File: config.mk
export PLATFORM = sky130hd
export DESIGN_NAME = pc_seq_unit
export DESIGN_NICKNAME = d
export VERILOG_FILES = /design/src/rtl/pc_seq_unit_pkg.sv /design/src/rtl/pc_ras.sv /design/src/rtl/pc_seq_unit.sv
export SDC_FILE = /design/constraint.sdc
export NUM_CORES = 1
export LEC_CHECK = 0
export ABC_AREA = 1
export BUFFER_PORTS_ARGS = -buffer_cell sky130_fd_sc_hd__clkbuf_2
export CORE_UTILIZATION = 50
export DETAILED_ROUTE_END_ITERATION = 10
export PLACE_DENSITY = 0.73
export SLEW_MARGIN = 20
export SYNTH_ARGS = -nofsm -noshare
export SYNTH_HDL_FRONTEND = slang
export SYNTH_SLANG_ARGS = --single-unit
File: constraint.sdc
create_clock -name CLK -period 4.4 [get_ports CLK]
set_input_delay 0.88 -clock CLK [delete_from_list [all_inputs] [get_ports CLK]]
set_output_delay 0.88 -clock CLK [all_outputs]
set_load 0.05 [all_outputs]
File: src/rtl/pc_seq_unit_pkg.sv
// Shared defaults, FSM state encoding and a width helper for the PC sequencing unit.
package pc_seq_unit_pkg;

    localparam int          DEF_WIDTH      = 32;
    localparam int          DEF_INC        = 4;
    localparam int          DEF_RAS_DEPTH  = 4;
    localparam int          DEF_ALIGN_BITS = 2;
    localparam logic [31:0] DEF_EXC_VECTOR = 32'h8000_0180;

    typedef enum logic {
        BOOT = 1'b0,
        RUN  = 1'b1
    } pc_state_e;

    // Bits needed to hold values 0..n-1.
    function automatic int clog2(input int n);
        int r;
        r = 0;
        for (int v = 1; v < n; v = v * 2) r++;
        return r;
    endfunction

endpackage

File: src/rtl/pc_ras.sv
// Circular-buffer return-address stack: a full push overwrites the oldest entry.
module pc_ras
    import pc_seq_unit_pkg::*;
#(
    parameter int WIDTH     = DEF_WIDTH,
    parameter int RAS_DEPTH = DEF_RAS_DEPTH
) (
    input  logic                              CLK,
    input  logic                              Reset,
    input  logic                              push,
    input  logic                              pop,
    input  logic [WIDTH-1:0]                  push_data,
    output logic [WIDTH-1:0]                  top,
    output logic [clog2(RAS_DEPTH+1)-1:0]     count,
    output logic                              empty,
    output logic                              full
);

    localparam int PW = clog2(RAS_DEPTH);
    localparam int CW = clog2(RAS_DEPTH + 1);

    logic [WIDTH-1:0] mem [RAS_DEPTH];
    logic [PW-1:0]    ptr;        // next free slot; ptr-1 is the top
    logic [PW-1:0]    ptr_last;
    logic [PW-1:0]    ptr_next;
    logic             pop_eff;

    assign empty    = (count == '0);
    assign full     = (count == CW'(RAS_DEPTH));
    assign pop_eff  = pop && !empty;
    assign ptr_last = (ptr == '0) ? PW'(RAS_DEPTH - 1) : ptr - PW'(1);
    assign ptr_next = (ptr == PW'(RAS_DEPTH - 1)) ? '0 : ptr + PW'(1);
    assign top      = empty ? '0 : mem[ptr_last];

    // NOTE: the entry array has no reset; count==0 already masks stale contents.
    always_ff @(posedge CLK) begin
        if (push) mem[pop_eff ? ptr_last : ptr] <= push_data;
    end

    always_ff @(posedge Reset or posedge CLK) begin
        if (Reset) begin
            ptr   <= '0;
            count <= '0;
        end else if (push && pop_eff) begin
            // Top entry is replaced in place; depth is unchanged.
        end else if (push) begin
            ptr   <= ptr_next;
            count <= full ? count : count + CW'(1);
        end else if (pop_eff) begin
            ptr   <= ptr_last;
            count <= count - CW'(1);
        end
    end

endmodule

File: src/rtl/pc_seq_unit.sv
// Fetch-stage program counter: boot load, exception vectoring with EPC,
// aligned redirects, return-address prediction and stall hold.
module pc_seq_unit
    import pc_seq_unit_pkg::*;
#(
    parameter int          WIDTH      = DEF_WIDTH,
    parameter int          INC        = DEF_INC,
    parameter int          RAS_DEPTH  = DEF_RAS_DEPTH,
    parameter logic [31:0] EXC_VECTOR = DEF_EXC_VECTOR,
    parameter int          ALIGN_BITS = DEF_ALIGN_BITS
) (
    input  logic                          CLK,
    input  logic                          Reset,
    input  logic [WIDTH-1:0]              startPC,
    input  logic                          PC_write,
    input  logic                          redirect_valid,
    input  logic [WIDTH-1:0]              redirect_target,
    input  logic                          exc_req,
    input  logic                          call_push,
    input  logic                          ret_pop,
    output logic [WIDTH-1:0]              pc,
    output logic [WIDTH-1:0]              pc_seq,
    output logic [WIDTH-1:0]              epc,
    output logic [WIDTH-1:0]              ras_top,
    output logic [clog2(RAS_DEPTH+1)-1:0] ras_count,
    output logic                          ras_empty,
    output logic                          ras_full,
    output logic                          misaligned,
    output logic                          running
);

    localparam logic [WIDTH-1:0] EXC_PC     = WIDTH'(EXC_VECTOR);
    localparam logic [WIDTH-1:0] ALIGN_MASK = WIDTH'((64'd1 << ALIGN_BITS) - 64'd1);

    pc_state_e state;
    logic      ras_push;
    logic      ras_pop;

    assign pc_seq = pc + WIDTH'(INC);

    // An exception squashes any call/return in the same cycle.
    assign ras_push = running && !exc_req && call_push;
    assign ras_pop  = running && !exc_req && ret_pop;

    pc_ras #(
        .WIDTH     (WIDTH),
        .RAS_DEPTH (RAS_DEPTH)
    ) u_ras (
        .CLK       (CLK),
        .Reset     (Reset),
        .push      (ras_push),
        .pop       (ras_pop),
        .push_data (pc_seq),
        .top       (ras_top),
        .count     (ras_count),
        .empty     (ras_empty),
        .full      (ras_full)
    );

    // NOTE: all state here is sequential, so every assignment is non-blocking.
    always_ff @(posedge CLK or posedge Reset) begin
        if (Reset) begin
            state      <= BOOT;
            pc         <= '0;
            epc        <= '0;
            misaligned <= 1'b0;
            running    <= 1'b0;
        end else begin
            misaligned <= 1'b0;
            case (state)
                BOOT: begin
                    pc      <= startPC;
                    state   <= RUN;
                    running <= 1'b1;
                end
                RUN: begin
                    if (exc_req) begin
                        epc <= pc;
                        pc  <= EXC_PC;
                    end else if (redirect_valid) begin
                        pc         <= redirect_target & ~ALIGN_MASK;
                        misaligned <= |(redirect_target & ALIGN_MASK);
                    end else if (ret_pop && !ras_empty) begin
                        pc <= ras_top;
                    end else if (PC_write) begin
                        pc <= pc_seq;
                    end
                end
                default: begin
                    state   <= BOOT;
                    running <= 1'b0;
                end
            endcase
        end
    end

endmodule

==> reports/qor.csv, run 1 <==
stage;metric;value;unit
status;status;completed;
finish;diodes;0;
clock_network;clkTransAtPathRegs;0.07;ns
clock_network;cts_setup_buffers;0;
place;io_buffers;205;
sta;maxSlewViolCount;0;
drt;vias;7915;
logic_synthesis;synth-seq-cells;200;
critical_path;path_cells;inv_2 -> ha_1 -> inv_2 -> nand2_2 -> buf_12 -> o21ai_0 -> o22a_1 -> nor2_1 -> clkbuf_2;
drt;wl_per_cell;18.80;um
drt;dr.pass1.iters;6;
logic_synthesis;synth-main-ff-cell;edfxtp_1;
finish;nNetsFinal;1263;
sta;finalCriticalPeriod;3.880;ns
global_routing;grtUsageMet1;40.63;%
critical_path;worst_setup_path_end_kind;output port;
sta;tightest_slew;1.083;ns
logic_synthesis;syn-num-nets;1065;
clock_network;cts_tree;yes;
global_routing;use_met3;5.196;%
drt;ant_nets;0;
global_routing;grt_pass1_wl;41.22;mm
drt;wirelength;26.87;mm
clock_network;hold_buffers;0;
logic_synthesis;synthDistinctLibCells;44;
power;p_per_area;784.8;mW/mm^2
floorplanning;ios;206;
finish;final_common_cell;nand2_1;
sta;post-route-period-util;88.17;%
logic_synthesis;synth_edf_count;128;
critical_path;cpMostUsedCell;inv_2;
clock_network;post_cts_resized;0;
global_routing;grt_start_max_net_pins;56;
place;place_area;0.01069;sq mm
global_routing;overflow;0;
logic_synthesis;syn_avg_cell_area;9.563;sq um
drt;drc_errors;0;
logic_synthesis;async_reset_ff_share;36.00;%
clock_network;cts_root_buffer;clkbuf_16;
sta;fin_tns_setup;0;ns
critical_path;path_max_fanout;42;
power;leakage;5.023;nW
floorplanning;dieArea;0.01947;sq mm
critical_path;slowest_delay;0.45;ns
critical_path;path_buf_inv;4;
sta;max_freq;257.8;MHz
clock_network;clk_latency;0.44;ns
critical_path;start_kind;register;
global_routing;antenna_found_initial;0;
critical_path;critPathKind;register to output port;
worst_hold_path;hold_class;register to register;
drt;routed_via_density;5.539;
drt;drt-initial-drc-count;772;
sta;rsz0062_at_grt;false;
logic_synthesis;synthCells;989;
place;dp_hpwl;18.99;mm
critical_path;required;3.52;ns
clock_network;clockBufferDepth;2;
sta;slew_headroom;27.69;%
power;ir_drop;572.9;uV
sta;setup_viol_count_final;0;
floorplanning;start_util;51.77;%
critical_path;crit_slowest_cell;dfrtp_1;
finish;drive_gt1_share;25.25;%
clock_network;htreeDepth;4;
critical_path;cp_top_family;buffers and inverters;
run;cap_violations;0;
global_routing;track_usage;28.25;%
finish;area_delta_synth_final;19.20;%
finish;design_area;0.01127;sq mm
global_routing;use_met2;42.87;%
clock_network;cts_sinks;200;
sta;fin_worst_skew;0.01221;ns
floorplanning;die_y;139.5;um
floorplanning;row_count;49;
logic_synthesis;synth_area;0.009458;sq mm
place;gp_congestion;0.9059;
critical_path;arrival;3.00;ns
logic_synthesis;seq_area_frac_synth;59.69;%
sta;final_hold_viol_count;0;
clock_network;cts_buffers;17;
finish;final_cell_mix;nand2_1, clkbuf_2, nor2_1;
logic_synthesis;yosysWarnings;0;
floorplanning;core;0.01827;sq mm
global_routing;busiest_layer;met2;
floorplanning;die_x;139.5;um
global_routing;grt_pass1_vias;7373;
[worst reg2reg max path, cell delays in order, from the launching register on]
cell	delay [ns]
dfrtp_1	0.45
inv_2	0.16
ha_1	0.31
inv_2	0.08
nand2_2	0.40
o21ai_1	0.27
nor2_2	0.57
buf_12	0.29
[through the flow]
stage                     power, mW  hold slack, ns  std cells  setup WS (ns)  util (%)
after detailed placement      7.305          0.4824       1397          1.028     58.51
after floorplan               6.126          0.5745        989         0.9652         -
after global routing          9.246          0.5251       1429         0.3676     61.70
after CTS                     8.852          0.5013       1429         0.5332     61.70
final                         8.848          0.5025       1429         0.5205     61.70
after global placement        7.251          0.4714       1397          1.082     58.51
[cell type report]
class | instances | area [sq um]
clock buffer | 17 | 425.4
clock inverter | 15 | 157.7
fill | 1534 | 6997
inverter | 62 | 234.0
multi-input combinational | 681 | 3323
sequential | 200 | 5645
tap | 229 | 286.5
timing repair buffer | 225 | 1201
[flip-flops by register name (all words and copies together), names as in the netlist]
register and cells:
running 1, u_ras.count 3, epc 32, u_ras.ptr 2, pc 32, misaligned 1, state 1, u_ras.mem 128
[logic make-up (layout without fill, tap and decap cells)]
family,Yosys count,count (layout),share of synthesized area (%)
AOI/OAI and AO/OA,139,139,8.691
xor gates and xnor gates,25,25,2.315
adders and majority gates,5,5,0.7409
buffers and inverters,108,319,5.278
DFF,200,200,59.69
muxes,11,11,1.310
other,1,1,0.03965
and+or+nand+nor,500,500,21.93
[report_power, final]
group          total [mW]  internal, mW  switching [mW]
clock network        1.55         0.808           0.743
logic                4.78          1.04            3.74
registers            2.52          2.33           0.185
total                8.85          4.18            4.67
[path summary, 6_finish.rpt]
path | start | end | slack, ns | cells past startpoint
worst max-delay path | u_ras.ptr[0] | ras_top[15] | 0.52 | 9
worst min-delay path | epc[14] | epc[14] | 0.50 | 2
worst max register to register | u_ras.ptr[0] | u_ras.mem[3][9] | 1.54 | 7
worst min register to register | epc[14] | epc[14] | 0.50 | 2
max in group asynchronous | Reset | u_ras.count[2] | 2.98 | 3
min in group asynchronous | Reset | pc[21] | 0.54 | 2
[synth_stat cells, types with 10 or more instances]
cell type,number,area [sq um]
o22a_1,17,148.9
clkbuf_1,13,48.80
nor2_1,179,671.9
mux2_2,11,123.9
o21ai_1,12,60.06
nand3_1,58,290.3
a21oi_1,34,170.2
edfxtp_1,128,3844
xor2_1,24,210.2
o21ai_0,57,285.3
inv_1,56,210.2
buf_2,15,75.07
nand2_1,228,855.8
dfrtp_1,72,1802
buf_4,10,75.07
[per-layer routing]
metal / vias up / wire (um) / share of wire (%)
met5: - / 0 / 0
met4: 0 / 707 / 2.6
li1: 3697 / - / -
met3: 44 / 2054 / 7.6
met2: 385 / 12290 / 46
met1: 3789 / 11820 / 44
No activity file was read; power rests on OpenSTA's default activity.
==> run 2, diff against run 1 <==
Settings changed: CORE_ASPECT_RATIO from default to 1.4, SYNTH_HIERARCHICAL from default to 1.
==> reports/qor.csv, run 2 <==
stage;metric;value;unit;change
status;status;completed;;
drt;wirelength;27.81;mm;+3.5%
finish;final_cells;1521;;+6.4%
finish;area_delta_synth_final;22.56;%;
clock_network;clkTransAtPathRegs;0.07;ns;about the same
logic_synthesis;synth_top_area_share;39.74;%;-0.90 points
floorplanning;core;0.01875;sq mm;+2.6%
critical_path;slowest_delay;0.47;ns;+0.02 ns
drt;routed_via_density;5.457;;-1.5%
logic_synthesis;seq_area_frac_synth;58.36;%;-1.3 points
clock_network;hold_buffers;0;;unchanged
logic_synthesis;synth.area.top_cells;edfxtp_1, dfrtp_1, nand2_1;;
logic_synthesis;synthDistinctLibCells;38;;-14%
floorplanning;row_count;59;;+20%
clock_network;cts_buffers;17;;unchanged
drt;ant_nets;0;;unchanged
power;leakage;5.335;nW;+6.2%
logic_synthesis;synth_top_area_cell;edfxtp_1;;
worst_hold_path;hold_class;input pin to async pin;;
global_routing;grt_pass1_vias;7880;;+6.9%
drt;vias;8300;;+4.9%
finish;final_cell_mix;nand2_1, nor2_1, clkbuf_2;;
floorplanning;die_x;119.6;um;-14%
clock_network;cts_setup_buffers;0;;unchanged
logic_synthesis;yosys.cell_count.top_type;nand2_1;;
floorplanning;start_util;51.59;%;-0.18 points
sta;post-route-period-util;83.79;%;-4.4 points
finish;final_common_cell;nand2_1;;
sta;setup_viol_count_final;0;;unchanged
critical_path;arrival;2.81;ns;-0.19 ns
sta;finalCriticalPeriod;3.687;ns;-0.1929 ns
global_routing;track_usage;28.35;%;+0.10 points
logic_synthesis;synth-main-ff-cell;edfxtp_1;;
drt;dr.pass1.iters;5;;-1
clock_network;clk_latency;0.44;ns;about the same
place;placedCellCount;1491;;+6.7%
critical_path;path_cells;buf_4 -> nand2_4 -> clkinv_2 -> nand2_1 -> nand2_1 -> nand2_1 -> a21oi_1 -> buf_12;;
sta;tightest_slew;1.021;ns;-0.06206 ns
logic_synthesis;syn-num-nets;1154;;+8.4%
finish;nNetsFinal;1342;;+6.3%
finish;drive_gt1_share;21.06;%;-4.2 points
power;ir_drop;462.6;uV;-19%
sta;max_freq;271.2;MHz;+5.2%
power;p_per_area;832.5;mW/mm^2;+6.1%
logic_synthesis;synth_common_cells;nand2_1, nor2_1, edfxtp_1;;
critical_path;r2r-start;u_ras/count[0];;
clock_network;cts_tree;yes;;
logic_synthesis;synth_edf_count;128;;unchanged
logic_synthesis;synthCells;1078;;+9.0%
sta;fin_worst_skew;0.01344;ns;+0.001226 ns
critical_path;path_buf_inv;3;;-1
clock_network;htreeDepth;4;;unchanged
logic_synthesis;synth-seq-cells;200;;unchanged
global_routing;antenna_found_initial;0;;unchanged
critical_path;path_max_fanout;47;;+12%
finish;top_regs;u_ras/mem x128, epc x32, pc x32;;
critical_path;required;3.52;ns;about the same
sta;final_hold_viol_count;0;;unchanged
logic_synthesis;syn_avg_cell_area;8.973;sq um;-6.2%
finish;diodes;0;;unchanged
sta;fin_tns_setup;0;ns;unchanged
finish;nFillCells;1583;;+3.2%
run;cap_violations;0;;unchanged
clock_network;cts_root_buffer;clkbuf_16;;
logic_synthesis;yosysWarnings;6;;+6
logic_synthesis;async_reset_ff_share;36.00;%;unchanged
critical_path;cpMostUsedCell;nand2_1;;
logic_synthesis;synth_area;0.009673;sq mm;+2.3%
finish;largest_reg_flops;128;;unchanged
finish;top_register;u_ras/mem;;
critical_path;start_kind;register;;
clock_network;clockBufferDepth;2;;unchanged
place;io_buffers;205;;unchanged
sta;slew_headroom;31.81;%;+4.1 points
critical_path;cp-startpoint;u_ras/ptr[0];;
place;gp_congestion;0.8994;;-0.72%
drt;drc_errors;0;;unchanged
global_routing;grt_start_max_net_pins;55;;-1.8%
global_routing;grt_pass1_wl;42.87;mm;+4.0%
floorplanning;dieArea;0.01991;sq mm;+2.3%
clock_network;post_cts_resized;0;;unchanged
drt;drt-initial-drc-count;894;;+16%
place;dp_hpwl;19.60;mm;+3.2%
finish;utilization;63.23;%;+1.5 points
sta;rsz0062_at_grt;false;;
clock_network;cts_sinks;200;;unchanged
floorplanning;ios;206;;unchanged
global_routing;overflow;0;;unchanged
drt;wl_per_cell;18.28;um;-2.8%
sta;maxSlewViolCount;0;;unchanged
critical_path;crit_slowest_cell;buf_4;;
floorplanning;die_y;166.6;um;+19%
critical_path;worst_setup_path_end_kind;output port;;
critical_path;cp_top_family;buffers and inverters;;
critical_path;critPathKind;register to output port;;
[run 2: final timing paths]
| kind | slack, ns | to | depth (start not counted) |
|---|---|---|---|
| max in group asynchronous | 2.85 | pc[11] | 3 |
| worst min-delay path | 0.39 | u_ras/ptr[1] | 2 |
| min in group CLK | 0.49 | epc[10] | 2 |
| worst max register to register | 1.09 | pc[31] | 13 |
| worst max-delay path | 0.71 | ras_top[23] | 8 |
| worst min register to register | 0.49 | epc[10] | 2 |
[run 2: metrics by stage]
step / total power, mW / hold slack, ns / worst slack, ns / area [sq um]
final: 9.869 / 0.3869 / 0.7133 / 11860
after global routing: 10.31 / 0.4092 / 0.4812 / 11860
after CTS: 9.879 / 0.3782 / 0.7023 / 11860
after detailed placement: 8.394 / 0.4790 / 1.050 / 11310
after global placement: 8.318 / 0.4687 / 1.066 / 11310
after floorplan: 6.017 / 0.5022 / 0.9224 / 9673
[run 2: routing by layer]
metal,part of all wire (%),track usage [%],up-vias
li1,-,-,3917
met1,40,37.68,3889
met2,49,46.09,432
met3,8.3,4.932,62
met4,3.1,11.25,0
met5,0,0,-
[run 2: layout make-up]
type / instances / area [sq um] / area share [%]
sequential: 200 / 5645 / 47.62
multi-input combinational: 752 / 3465 / 29.22
timing repair buffer: 218 / 1604 / 13.53
clock buffer: 20 / 436.7 / 3.683
tap: 244 / 305.3 / 2.575
inverter: 77 / 292.8 / 2.470
clock inverter: 10 / 106.4 / 0.8971
[run 2: worst reg2reg max path, stage by stage (launching register included)]
cell     delay, ns
dfrtp_1       0.44
nor2_1        0.17
nand2_2       0.14
inv_1         0.54
buf_4         0.29
nor2_2        0.05
buf_4         0.18
inv_2         0.76
o21ai_0       0.34
inv_1         0.11
nand2_1       0.05
nand2_1       0.07
nand2_1       0.05
nand2_1       0.05
[run 2: cell families after synthesis]
| family | synth area share [%] |
|---|---|
| mux | 0.4656 |
| flops | 58.36 |
| xor+xnor | 1.358 |
| buf+inv | 5.924 |
| compound gates | 10.55 |
| other cells | 0.03877 |
| fa+ha+maj | 0.7244 |
| simple gates | 22.57 |
[run 2: power breakdown]
group | leakage (nW) | internal, mW | switching [mW]
Combinational | 3.01 | 1.98 | 3.90
Sequential | 2.06 | 2.33 | 0.165
Clock | 0.262 | 0.825 | 0.671
==> run 3, diff against run 2 <==
Settings changed: PLACE_DENSITY 0.73 to 0.76.
Clock period 4.4 ns to 3 ns, I/O delays scaled along.
==> reports/qor.csv, run 3 (same netlist as run 2, synthesis figures left out) <==
stage;metric;value;unit;change
finish;diodes;0;;unchanged
critical_path;start_kind;register;;
power;leakage;5.423;nW;+1.7%
drt;routed_via_density;5.519;;+1.1%
worst_hold_path;hold_class;input pin to async pin;;
clock_network;cts_buffers;17;;unchanged
finish;nFillCells;1587;;+0.25%
critical_path;critPathKind;register to output port;;
global_routing;track_usage;27.90;%;-0.45 points
place;placedCellCount;1499;;+0.54%
clock_network;cts_tree;yes;;
global_routing;grt_pass1_vias;7892;;+0.15%
sta;finalCriticalPeriod;2.915;ns;
global_routing;overflow;0;;unchanged
floorplanning;dieArea;0.01991;sq mm;unchanged
run;cap_violations;0;;unchanged
drt;ant_nets;0;;unchanged
global_routing;grt_start_max_net_pins;68;;+24%
place;dp_hpwl;19.65;mm;+0.26%
sta;max_freq;343.1;MHz;
sta;setup_viol_count_final;0;;unchanged
finish;drive_gt1_share;24.48;%;+3.4 points
global_routing;grt_pass1_wl;42.28;mm;-1.4%
finish;area_delta_synth_final;25.48;%;
critical_path;required;2.40;ns;-1.12 ns
critical_path;reg2reg_depth;11;;-2
floorplanning;ios;206;;unchanged
critical_path;arrival;2.31;ns;-0.50 ns
clock_network;htreeDepth;4;;unchanged
sta;tightest_slew;0.8982;ns;-0.1233 ns
place;io_buffers;205;;unchanged
floorplanning;core;0.01875;sq mm;unchanged
clock_network;clkTransAtPathRegs;0.07;ns;about the same
finish;final_cells;1531;;+0.66%
power;ir_drop;739.6;uV;+60%
critical_path;worst_setup_path_end_kind;output port;;
clock_network;hold_buffers;0;;unchanged
sta;post-route-period-util;97.15;%;
finish;top_regs;u_ras/mem x128, epc x32, pc x32;;
clock_network;cts_sinks;200;;unchanged
sta;maxSlewViolCount;0;;unchanged
sta;holdWs;0.09711;ns;-0.2898 ns
drt;wirelength;27.73;mm;-0.26%
global_routing;antenna_found_initial;0;;unchanged
floorplanning;start_util;51.59;%;unchanged
clock_network;clk_latency;0.43;ns;about the same
sta;slew_headroom;40.12;%;+8.3 points
floorplanning;die_y;166.6;um;unchanged
power;p_per_area;1230;mW/mm^2;+48%
sta;rsz0062_at_grt;true;;
finish;final_common_cell;nand2_1;;
sta;fin_worst_skew;0.01086;ns;-0.002583 ns
drt;dr.pass1.iters;8;;+3
finish;largest_reg_flops;128;;unchanged
finish;top_register;u_ras/mem;;
clock_network;clockBufferDepth;2;;unchanged
drt;vias;8449;;+1.8%
critical_path;path_max_fanout;51;;+8.5%
sta;fin_tns_setup;0;ns;unchanged
floorplanning;row_count;59;;unchanged
sta;final_hold_viol_count;0;;unchanged
finish;nNetsFinal;1351;;+0.67%
place;gp_congestion;0.9520;;+5.8%
clock_network;cts_root_buffer;clkbuf_16;;
drt;wl_per_cell;18.11;um;-0.91%
floorplanning;die_x;119.6;um;unchanged
drt;drc_errors;0;;unchanged
drt;drt-initial-drc-count;845;;-5.5%
finish;final_cell_mix;nand2_1, nor2_1, clkbuf_2;;
status;status;completed;;
[run 3: cell types whose count changed in the layout (fill, tap and decap cells not counted), sizes merged]
cell / previous run / this run
clkinv: 9 / 5
buf: 45 / 56
inv: 75 / 78
clkinvlp: 1 / 0
clkbuf: 193 / 196
bufinv: 2 / 0
[run 3: layer usage]
layer  routed length, um  global-route usage (%)  part of all wire, %  vias up
met2               13390                   44.11                   48      467
met3                2205                   5.000                  8.0       88
met1               10860                   36.75                   39     3964
met4                1272                   14.35                  4.6        0
met5                   0                       0                    0        -
li1                    -                       -                    -     3930
[run 3: stage by stage]
stage / total power, mW / util [%] / setup slack (ns) / cell area [sq um]
4_1_cts: 14.71 / 64.03 / 0.009307 / 12010
3_5_place_dp: 12.54 / 60.98 / 0.2582 / 11430
2_1_floorplan: 8.828 / - / -0.2755 / 9678
3_3_place_gp: 12.39 / 60.98 / 0.3028 / 11430
5_1_grt: 15.56 / 64.73 / -0.02083 / 12140
6_report: 14.93 / 64.73 / 0.08543 / 12140
[run 3: timing repair]
item	CTS	global route
endpoints found under the setup margin	6	42
gates resized for setup	6	38
pin swaps	0	2
endpoints found under the hold margin	0	0
buffers inserted	0	1
[run 3: final cells by class]
cell class,count,area [sq um],area share [%]
timing repair buffer,227,1743,14.36
inverter,77,294.0,2.422
clock buffer,25,511.7,4.216
clock inverter,6,38.79,0.3196
sequential,200,5648,46.53
tap,244,305.3,2.515
multi-input combinational,752,3597,29.64
[run 3: power by group]
part           switching (mW)  internal, mW  total [mW]
combinational            5.97          3.16        9.13
clock                   0.961          1.19        2.15
sequential              0.238          3.41        3.65
[run 3: worst paths after layout]
check / from / to / slack (ns)
max: u_ras/ptr[0] / ras_top[30] / 0.09
min: Reset / u_ras/count[0] / 0.1
max reg2reg: u_ras/count[0] / pc[29] / 0.54
min reg2reg: epc[16] / epc[16] / 0.49
max in group asynchronous: Reset / pc[9] / 1.93
min in group CLK: startPC[1] / pc[1] / 0.40
[run 3: worst max-delay path: stages (launching register included)]
cell	delay, ns
dfrtp_1	0.37
clkinv_1	0.11
ha_1	0.32
inv_2	0.05
buf_12	0.19
nor2_1	0.14
o21ai_0	0.13
a21oi_2	0.36
buf_12	0.19
